<file path="config.mk">
export PLATFORM = sky130hd
export DESIGN_NAME = count_run_ctrl_flat
export DESIGN_NICKNAME = d
export VERILOG_FILES = /design/src/rtl/count_run_ctrl_pkg.sv /design/src/rtl/count_run_ctrl_if.sv /design/src/rtl/count_run_ctrl_btn_debounce.sv /design/src/rtl/count_run_ctrl.sv /design/src/flat_wrapper.sv
export SDC_FILE = /design/constraint.sdc
export NUM_CORES = 1
export LEC_CHECK = 0
export ABC_AREA = 1
export CORE_MARGIN = 3
export CORE_UTILIZATION = 51
export CTS_CLUSTER_SIZE = 12
export DETAILED_ROUTE_END_ITERATION = 10
export GPL_TIMING_DRIVEN = 0
export PLACE_DENSITY = 0.86
export SETUP_SLACK_MARGIN = 0.2
export SLEW_MARGIN = 40
export SYNTH_ARGS = -nofsm -noshare
export SYNTH_HDL_FRONTEND = slang
export SYNTH_HIERARCHICAL = 1
export SYNTH_SLANG_ARGS = --single-unit
</file>
<file path="constraint.sdc">
create_clock -name clk -period 1.3 [get_ports clk]
set_input_delay 0.39 -clock clk [delete_from_list [all_inputs] [get_ports clk]]
set_output_delay 0.39 -clock clk [all_outputs]
set_load 0.03 [all_outputs]
</file>
<file path="src/rtl/count_run_ctrl_pkg.sv">
// Shared types and constants for the counter run-control stage.
package count_run_ctrl_pkg;

  localparam int COUNT_W = 4;
  localparam logic [COUNT_W-1:0] CNT_TERM = 4'hF;

  localparam int NUM_BTN = 2;
  localparam int BTN_SS  = 0;
  localparam int BTN_CLR = 1;

  typedef enum logic [1:0] {
    ST_IDLE  = 2'b00,
    ST_RUN   = 2'b01,
    ST_PAUSE = 2'b10,
    ST_DONE  = 2'b11
  } state_t;

endpackage

</file>
<file path="src/rtl/count_run_ctrl_if.sv">
// Button inputs, counter feedback and control outputs of the run-control stage.
interface count_run_ctrl_if;
  import count_run_ctrl_pkg::*;

  logic               btn_start_stop;
  logic               btn_clear;
  logic [COUNT_W-1:0] count_in;
  logic               cnt_en;
  logic               cnt_clr;
  logic               running;
  logic [1:0]         state;

  modport master (
    input  btn_start_stop, btn_clear, count_in,
    output cnt_en, cnt_clr, running, state
  );

  modport slave (
    output btn_start_stop, btn_clear, count_in,
    input  cnt_en, cnt_clr, running, state
  );

endinterface

</file>
<file path="src/rtl/count_run_ctrl_btn_debounce.sv">
// 2-FF synchronizer, stable-sample debounce and one-cycle press pulse for one raw button.
module btn_debounce #(
  parameter int DEBOUNCE = 4
) (
  input  logic clk,
  input  logic resetn,
  input  logic raw,
  output logic press
);
  localparam int CW = $clog2(DEBOUNCE + 1);
  localparam logic [CW-1:0] CNT_LAST = CW'(DEBOUNCE - 1);

  logic          s1, s2;
  logic          level, level_q;
  logic [CW-1:0] cnt;

  always_ff @(posedge clk) begin
    if (!resetn) begin
      s1      <= 1'b0;
      s2      <= 1'b0;
      level   <= 1'b0;
      level_q <= 1'b0;
      press   <= 1'b0;
      cnt     <= '0;
    end else begin
      s1      <= raw;
      s2      <= s1;
      level_q <= level;
      press   <= level & ~level_q;
      // any sample agreeing with the level restarts the stability count
      if (s2 != level) begin
        if (cnt == CNT_LAST) begin
          level <= s2;
          cnt   <= '0;
        end else begin
          cnt <= cnt + CW'(1);
        end
      end else begin
        cnt <= '0;
      end
    end
  end

endmodule

</file>
<file path="src/rtl/count_run_ctrl.sv">
// Run/pause/done control for the 4-bit counter: debounced buttons in, prescaled
// count-enable and clear pulses out.
module count_run_ctrl
  import count_run_ctrl_pkg::*;
#(
  parameter int PRESCALE = 10,  // >= 2
  parameter int DEBOUNCE = 4,   // >= 1
  parameter int ONESHOT  = 0
) (
  input  logic             clk,
  input  logic             resetn,
  count_run_ctrl_if.master bus
);
  localparam int PW = $clog2(PRESCALE);
  localparam logic [PW-1:0] PRE_LAST = PW'(PRESCALE - 1);

  logic [NUM_BTN-1:0] raw, press;
  logic               ss, clr, term;

  state_t        state_q, state_d;
  logic [PW-1:0] pre_q, pre_d;
  logic          en_q, en_d, clr_q, clr_d, run_q;

  assign raw[BTN_SS]  = bus.btn_start_stop;
  assign raw[BTN_CLR] = bus.btn_clear;

  for (genvar i = 0; i < NUM_BTN; i++) begin : g_btn
    btn_debounce #(.DEBOUNCE(DEBOUNCE)) u_db (
      .clk    (clk),
      .resetn (resetn),
      .raw    (raw[i]),
      .press  (press[i])
    );
  end

  assign ss   = press[BTN_SS];
  assign clr  = press[BTN_CLR];
  assign term = (ONESHOT != 0) && (bus.count_in == CNT_TERM);

  always_comb begin
    state_d = state_q;
    pre_d   = pre_q;
    en_d    = 1'b0;
    clr_d   = 1'b0;
    case (state_q)
      ST_IDLE: begin
        if (clr)     clr_d   = 1'b1;
        else if (ss) state_d = ST_RUN;
      end
      ST_RUN: begin
        if (pre_q == PRE_LAST) begin
          pre_d = '0;
          en_d  = 1'b1;
        end else begin
          pre_d = pre_q + PW'(1);
        end
        // clear beats terminal stop, which beats start/stop; both kill a due tick
        if (clr) begin
          clr_d = 1'b1;
          en_d  = 1'b0;
        end else if (term) begin
          state_d = ST_DONE;
          en_d    = 1'b0;
        end else if (ss) begin
          state_d = ST_PAUSE;
        end
      end
      ST_PAUSE: begin
        if (clr) begin
          clr_d   = 1'b1;
          state_d = ST_IDLE;
        end else if (ss) begin
          state_d = ST_RUN;
        end
      end
      ST_DONE: begin
        if (clr) begin
          clr_d   = 1'b1;
          state_d = ST_IDLE;
        end
      end
      default: state_d = ST_IDLE;
    endcase
    // a fresh run or any clear starts the prescaler from zero; resume keeps it
    if (clr || (state_q == ST_IDLE && state_d == ST_RUN)) pre_d = '0;
  end

  always_ff @(posedge clk) begin
    if (!resetn) begin
      state_q <= ST_IDLE;
      pre_q   <= '0;
      en_q    <= 1'b0;
      clr_q   <= 1'b0;
      run_q   <= 1'b0;
    end else begin
      state_q <= state_d;
      pre_q   <= pre_d;
      en_q    <= en_d;
      clr_q   <= clr_d;
      run_q   <= (state_d == ST_RUN);
    end
  end

  assign bus.cnt_en  = en_q;
  assign bus.cnt_clr = clr_q;
  assign bus.running = run_q;
  assign bus.state   = state_q;

endmodule

</file>
<file path="src/flat_wrapper.sv">
// flat-port wrapper written by rule: the top's interface ports become plain ports
module count_run_ctrl_flat import count_run_ctrl_pkg::*;
#(
  parameter int PRESCALE = 10,         
  parameter int DEBOUNCE = 4,          
  parameter int ONESHOT  = 0
)
  (clk, resetn, bus_btn_start_stop, bus_btn_clear, bus_count_in, bus_cnt_en, bus_cnt_clr, bus_running, bus_state);
  count_run_ctrl_if bus_i ();
  input  logic clk;
  input  logic resetn;
  input wire logic [$bits(bus_i.btn_start_stop)-1:0] bus_btn_start_stop;
  input wire logic [$bits(bus_i.btn_clear)-1:0] bus_btn_clear;
  input wire logic [$bits(bus_i.count_in)-1:0] bus_count_in;
  output wire logic [$bits(bus_i.cnt_en)-1:0] bus_cnt_en;
  output wire logic [$bits(bus_i.cnt_clr)-1:0] bus_cnt_clr;
  output wire logic [$bits(bus_i.running)-1:0] bus_running;
  output wire logic [$bits(bus_i.state)-1:0] bus_state;
  assign bus_i.btn_start_stop = bus_btn_start_stop;
  assign bus_i.btn_clear = bus_btn_clear;
  assign bus_i.count_in = bus_count_in;
  assign bus_cnt_en = bus_i.cnt_en;
  assign bus_cnt_clr = bus_i.cnt_clr;
  assign bus_running = bus_i.running;
  assign bus_state = bus_i.state;
  count_run_ctrl #(.PRESCALE(PRESCALE), .DEBOUNCE(DEBOUNCE), .ONESHOT(ONESHOT)) u_core (.clk(clk), .resetn(resetn), .bus(bus_i));
endmodule
</file>
==> results of run 1 <==
==> power groups by stage <==
stage | Combinational, mW | Clock (mW) | Sequential, mW
after detailed placement | 0.0386 | 0 | 0.794
after global placement | 0.0361 | 0 | 0.793
after floorplan | 0.0209 | 0 | 0.793
after CTS | 0.0383 | 0.339 | 0.775
after global routing | 0.0455 | 0.387 | 0.777
final | 0.0403 | 0.331 | 0.775
==> layout make-up <==
class,count,area share (%)
Inverter,27,8.88
Tap cell,24,2.57
Timing Repair Buffer,10,8.24
Clock inverter,1,0.428
Clock buffer,3,1.93
Multi-Input combinational cell,67,34.2
Sequential cell,25,43.7
==> cells by family after synthesis <==
logic type                 after synthesis  share of synthesized area, %
and+or+nand+nor                         55                          26.4
buffers and inverters                   27                          10.7
DFF                                     25                          52.8
AOI/OAI and AO/OA                        8                          4.75
adders and majority gates                4                          5.28
==> registers in the layout, summed over array words and instances, names as in the netlist, 2 cells and up <==
name and cells:
u_core/bus.state 2, u_core/g_btn.u_db/cnt 6, u_core/g_btn.u_db/level 2, u_core/g_btn.u_db/level_q 2
u_core/g_btn.u_db/press 2, u_core/g_btn.u_db/s1 2, u_core/g_btn.u_db/s2 2, u_core/pre_q 4
==> cells in the mapped netlist <==
cell                       instances  area share, %
sky130_fd_sc_hd__dfxtp_1          25             53
sky130_fd_sc_hd__inv_1            23            9.1
sky130_fd_sc_hd__nand2_1          23            9.1
sky130_fd_sc_hd__nor2_1           16            6.3
sky130_fd_sc_hd__ha_1              4            5.3
sky130_fd_sc_hd__nand3_1           4            2.1
sky130_fd_sc_hd__nor2_2            4            2.6
sky130_fd_sc_hd__a21oi_1           3            1.6
sky130_fd_sc_hd__inv_2             3            1.2
sky130_fd_sc_hd__o21ai_0           3            1.6
sky130_fd_sc_hd__nand3_2           2            2.1
sky130_fd_sc_hd__nor3_1            2            1.1
sky130_fd_sc_hd__o21bai_1          2            1.6
sky130_fd_sc_hd__and2_1            1           0.66
sky130_fd_sc_hd__clkinv_1          1           0.40
sky130_fd_sc_hd__nand2_2           1           0.66
sky130_fd_sc_hd__nand4_1           1           0.66
sky130_fd_sc_hd__nor3_2            1            1.1
==> layer usage <==
metal / routed length [um] / vias to the layer above / share of wire, % / GRT usage (%)
met3: 81 / 6 / 5.1 / 3.06
met4: 53 / 0 / 3.4 / 12.3
met1: 614 / 341 / 39 / 15.8
li1: - / 384 / - / -
met2: 828 / 25 / 53 / 27.0
met5: 0 / - / 0 / 0
==> final timing paths <==
kind,start,to,slack [ps]
setup / recovery,u_core/bus.state[0]$_SDFF_PN0_,bus_state[0],110
hold / removal,resetn,u_core/g_btn[1].u_db/s2$_SDFF_PN0_,380
setup reg to reg,u_core/g_btn[0].u_db/cnt[0]$_SDFF_PP0_,u_core/g_btn[0].u_db/cnt[1]$_SDFF_PP0_,260
hold reg to reg,u_core/g_btn[0].u_db/level_q$_SDFF_PN0_,u_core/g_btn[0].u_db/press$_SDFF_PN0_,400
==> what timing repair did <==
item / 4_1_cts / 5_1_grt
gates cloned: 0 / 0
endpoints found under the hold margin: 0 / 0
endpoints found under the setup margin: 21 / 17
pin swaps: 1 / 5
resized for setup: 46 / 17
buffers inserted: 2 / 0
==> metrics.log, run 1 <==
[metrics] Non-Filler Instances: 157
[metrics] number of port buffers: 8
[metrics] worst-path maximum fanout: 2
[metrics] run status: finished clean
[metrics] antenna violations before repair: 0
[metrics] clock tree from TritonCTS: yes
[metrics] count of buffer and inverter cells on the critical path: 1
[metrics] via count: 756
[metrics] fraction of power consumed by sequential logic: 67.6%
[metrics] transition at the pin with the smallest max-transition slack: 221 ps
[metrics] post-placement cell area: 1060 um^2
[metrics] maximum buffer depth of the clock tree: 2
[metrics] signed area change from the synthesized netlist to the final layout: 23.5%
[metrics] Max stage delay cell, worst path: sky130_fd_sc_hd__dfxtp_4
[metrics] number of buffers created by CTS: 3
[metrics] Worst Path Class, Setup: register to output pin
[metrics] Chip Width: 49.1 um
[metrics] cell area after layout: 1170 um^2
[metrics] CP delay by family, top: flip-flops
[metrics] count of mapped cells out of synthesis: 119
[metrics] fillers: 125
[metrics] initial standard-cell utilization of the core: 58.1%
[metrics] cell count of the worst hold path: 3
[metrics] Final Hold Slack: 381 ps
[metrics] wire length of the first global-routing pass: 2.84 mm
[metrics] WL per Instance: 10.0 um
[metrics] worst endpoint data arrival time: 800 ps
[metrics] Yosys warning count: 6
[metrics] CP startpoint kind: register
[metrics] Setup crit end kind: output pin
[metrics] Comb power frac: 3.5%
[metrics] worst-path cell chain: buf_6
[metrics] Die Area: 2410 um^2
[metrics] clock slew seen by the registers of the worst setup and hold paths: 130 ps
[metrics] diode insertion count for antenna repair: 0
[metrics] core region area: 1630 um^2
[metrics] first-pass iteration count of the detailed router: 5
[metrics] synthesized net count: 131
[metrics] total of max-cap violations: 0
[metrics] Period minus WS final: 1190 ps
[metrics] share of layout cells above drive strength 1: 29.3%
[metrics] maximum ir drop on the vdd rail: 732 uV
[metrics] register area: 512 um^2
[metrics] CTS sink cnt: 25
[metrics] post-synthesis cell area: 947 um^2
[metrics] area occupied by multi-input gates: 400 um^2
[metrics] number of cells on the worst reg-to-reg path: 5
[metrics] leftover overflow at the end of global routing: 0
[metrics] Worst-Skew Late Latency: 310 ps
[metrics] final core utilization: 71.8%
[metrics] number of placed instances, taps included: 151
[metrics] power after layout: 1.15 mW
[metrics] sequential cell area fraction in the yosys report: 52.8%
[metrics] final-layout setup total negative slack: 0 ps
[metrics] Worst Skew: 6.65 ps
[metrics] total internal power: 0.903 mW
[metrics] reported leakage power: 0.533 nW
[metrics] largest net degree at the start of global routing: 15
[metrics] Vias/cell: 4.82
[metrics] CTS H-Tree Depth: 1
[metrics] unrepaired setup endpoints after global routing: yes
[metrics] routability-driven placement congestion ratio: 0.842
[metrics] number of global-route vias before repair: 733
[metrics] post-route worst setup slack: 109 ps
[metrics] vertical extent of the die: 49.1 um
[metrics] number of standard-cell rows in the floorplan: 14
[metrics] worst hold path type: input port to register
[metrics] share of power burned in the clock network: 28.9%
[metrics] CP required: 910 ps
[metrics] HPWL Detailed: 1.14 mm
[metrics] final-report max-slew violation count: 0
[metrics] proportion of total power due to net switching: 21.2%
[metrics] power per standard cell area: 980 nW/um^2
[metrics] Final Setup Violations: 0
[metrics] number of stages on the worst setup path: 1
[metrics] number of nets still failing antenna checks after routing: 0
[metrics] master cell of the clock root buffer: sky130_fd_sc_hd__clkbuf_4
[metrics] commonest non-fill, non-tap cell in the layout: sky130_fd_sc_hd__nand2_1
[metrics] GRT Overall Usage: 15.4%
[metrics] Final period util: 91.6%
[metrics] count of different cell masters after synthesis: 18
[metrics] Slew headroom: 85.1%
[metrics] setup slack after placement: -534 ps
[metrics] remaining routing DRC violations: 0
[metrics] first-iteration detailed-routing DRC count: 12
[metrics] switching component of the power: 0.243 mW
[metrics] wirelength, routed: 1.58 mm
[metrics] total I/O pin count: 13
[metrics] number of nets at the end of the flow: 146
[metrics] maximum frequency from static timing analysis: 840 MHz
[metrics] Avg Synthesized Cell Area: 7.96 um^2
[metrics] longest individual stage delay on the worst path: 360 ps
[metrics] # hold bufs at CTS: 0
[metrics] commonest cells after routing, fill and taps aside: sky130_fd_sc_hd__nand2_1, sky130_fd_sc_hd__inv_1, sky130_fd_sc_hd__dfxtp_1
[metrics] number of endpoints with negative hold slack in the final report: 0
[metrics] synthesis-stage register bit count: 25
Note: power is estimated with default switching activity, not from simulation.
==> inputs of run 2 (changes only) <==
- TNS_END_PERCENT: default -> 1
==> metrics.log, run 2 (synthesized netlist as in run 1, its figures left out) <==
[metrics] run status: finished clean
[metrics] wirelength, routed: 1.49 mm
[metrics] clock tree from TritonCTS: yes
[metrics] area occupied by multi-input gates: 345 um^2
[metrics] remaining routing DRC violations: 0
[metrics] worst-path maximum fanout: 2
[metrics] share of layout cells above drive strength 1: 18.8%
[metrics] first-pass iteration count of the detailed router: 4
[metrics] signed area change from the synthesized netlist to the final layout: 15.6%
[metrics] max FFs per register: 6
[metrics] commonest cells after routing, fill and taps aside: sky130_fd_sc_hd__inv_1, sky130_fd_sc_hd__nand2_1, sky130_fd_sc_hd__dfxtp_1
[metrics] diode insertion count for antenna repair: 0
[metrics] final-report max-slew violation count: 0
[metrics] Chip Width: 49.1 um
[metrics] number of nets still failing antenna checks after routing: 0
[metrics] Setup crit end kind: output pin
[metrics] WL per Instance: 9.48 um
[metrics] transition at the pin with the smallest max-transition slack: 228 ps
[metrics] GRT Overall Usage: 15.3%
[metrics] fillers: 136
[metrics] worst endpoint data arrival time: 800 ps
[metrics] antenna violations before repair: 0
[metrics] CP delay by family, top: flip-flops
[metrics] Period minus WS final: 1190 ps
[metrics] vertical extent of the die: 49.1 um
[metrics] largest registers ranked by flip-flop count: u_core/g_btn.u_db/cnt x6, u_core/pre_q x4
[metrics] HPWL Detailed: 1.14 mm
[metrics] number of global-route vias before repair: 733
[metrics] number of endpoints with negative hold slack in the final report: 0
[metrics] longest individual stage delay on the worst path: 360 ps
[metrics] Final period util: 91.5%
[metrics] first-iteration detailed-routing DRC count: 14
[metrics] power per standard cell area: 1040 nW/um^2
[metrics] Worst-Skew Late Latency: 310 ps
[metrics] CP startpoint kind: register
[metrics] count of buffer and inverter cells on the critical path: 1
[metrics] number of buffers created by CTS: 3
[metrics] clock slew seen by the registers of the worst setup and hold paths: 120 ps
[metrics] via count: 735
[metrics] CTS sink cnt: 25
[metrics] Final Setup Violations: 0
[metrics] Slew headroom: 84.6%
[metrics] reported leakage power: 0.530 nW
[metrics] register ranked first by flip-flop count: u_core/g_btn.u_db/cnt
[metrics] register area: 505 um^2
[metrics] Worst Skew: 7.64 ps
[metrics] leftover overflow at the end of global routing: 0
[metrics] worst-path cell chain: buf_6
[metrics] number of nets at the end of the flow: 146
[metrics] maximum frequency from static timing analysis: 840 MHz
[metrics] CP required: 910 ps
[metrics] total of max-cap violations: 0
[metrics] number of standard-cell rows in the floorplan: 14
[metrics] Die Area: 2410 um^2
[metrics] total I/O pin count: 13
[metrics] largest net degree at the start of global routing: 15
[metrics] # hold bufs at CTS: 0
[metrics] master cell of the clock root buffer: sky130_fd_sc_hd__clkbuf_4
[metrics] Final Hold Slack: 396 ps
[metrics] worst hold path type: register to register
[metrics] CTS H-Tree Depth: 1
[metrics] Max stage delay cell, worst path: sky130_fd_sc_hd__dfxtp_4
[metrics] core region area: 1630 um^2
[metrics] Worst Path Class, Setup: register to output pin
[metrics] setup slack on the worst flop-to-flop path: 180 ps
[metrics] wire length of the first global-routing pass: 2.84 mm
[metrics] maximum ir drop on the vdd rail: 732 uV
[metrics] initial standard-cell utilization of the core: 58.1%
[metrics] Vias/cell: 4.68
[metrics] routability-driven placement congestion ratio: 0.842
[metrics] unrepaired setup endpoints after global routing: yes
[metrics] power after layout: 1.14 mW
[metrics] number of port buffers: 8
[metrics] maximum buffer depth of the clock tree: 2
==> run 2: changes by cell type in the layout (fill, tap and decap cells not counted), moves of 2 or more <==
cell                      previous run  this run
sky130_fd_sc_hd__ha_2                2         0
sky130_fd_sc_hd__inv_1              21        23
sky130_fd_sc_hd__dfxtp_2             6         1
sky130_fd_sc_hd__ha_1                0         4
sky130_fd_sc_hd__ha_4                2         0
sky130_fd_sc_hd__nor2_4              2         0
sky130_fd_sc_hd__buf_6               5         2
sky130_fd_sc_hd__buf_4               2         5
sky130_fd_sc_hd__dfxtp_1            18        23
==> run 2: final timing paths <==
check,from,end,cells past startpoint
min reg2reg,u_core/g_btn[0].u_db/level_q$_SDFF_PN0_,u_core/g_btn[0].u_db/press$_SDFF_PN0_,1
min,u_core/g_btn[0].u_db/level_q$_SDFF_PN0_,u_core/g_btn[0].u_db/press$_SDFF_PN0_,1
max reg2reg,u_core/bus.state[1]$_SDFF_PN0_,u_core/pre_q[2]$_SDFFE_PP0P_,6
max,u_core/bus.state[0]$_SDFF_PN0_,bus_state[0],1
==> run 2: per-layer routing <==
layer | global-route usage [%] | part of all wire (%)
met1 | 15.8 | 42
met2 | 26.3 | 52
met3 | 3.36 | 4.4
met4 | 12.3 | 1.8
met5 | 0 | 0
==> run 2: where the power goes <==
part / total [mW] / switching [mW] / internal, mW / leakage, nW
logic: 0.0369 / 0.0222 / 0.0147 / 0.309
registers: 0.775 / 0.00334 / 0.772 / 0.204
clock network: 0.331 / 0.216 / 0.115 / 0.0177
total: 1.14 / 0.241 / 0.901 / 0.530
==> run 2: timing repair <==
item	CTS	global route
gates resized for setup	36	1
endpoints found under the hold margin	0	0
buffers inserted	2	0
endpoints found under the setup margin	21	20
==> run 2: layout make-up <==
type                    instances  share of cell area (%)
flip-flops and latches         25                    46.2
repair buffers                 10                    7.77
clock inverters                 1                   0.457
multi-input cells              67                    31.5
well taps                      24                    2.74
clock buffers                   3                    2.06
inverters                      27                    9.26
==> run 2: per-stage QoR <==
step | TNS, ps | cells | instance area, um^2 | setup WS [ps] | utilization (%)
3_3_place_gp | -5030 | 151 | 1060 | -485 | 65.0
3_5_place_dp | -5850 | 151 | 1060 | -534 | 65.0
4_1_cts | 0 | 157 | 1100 | 101 | 67.5
2_1_floorplan | 0 | 119 | 948 | 212 | -
5_1_grt | 0 | 157 | 1090 | 58.8 | 67.2
6_report | 0 | 157 | 1090 | 110 | 67.2
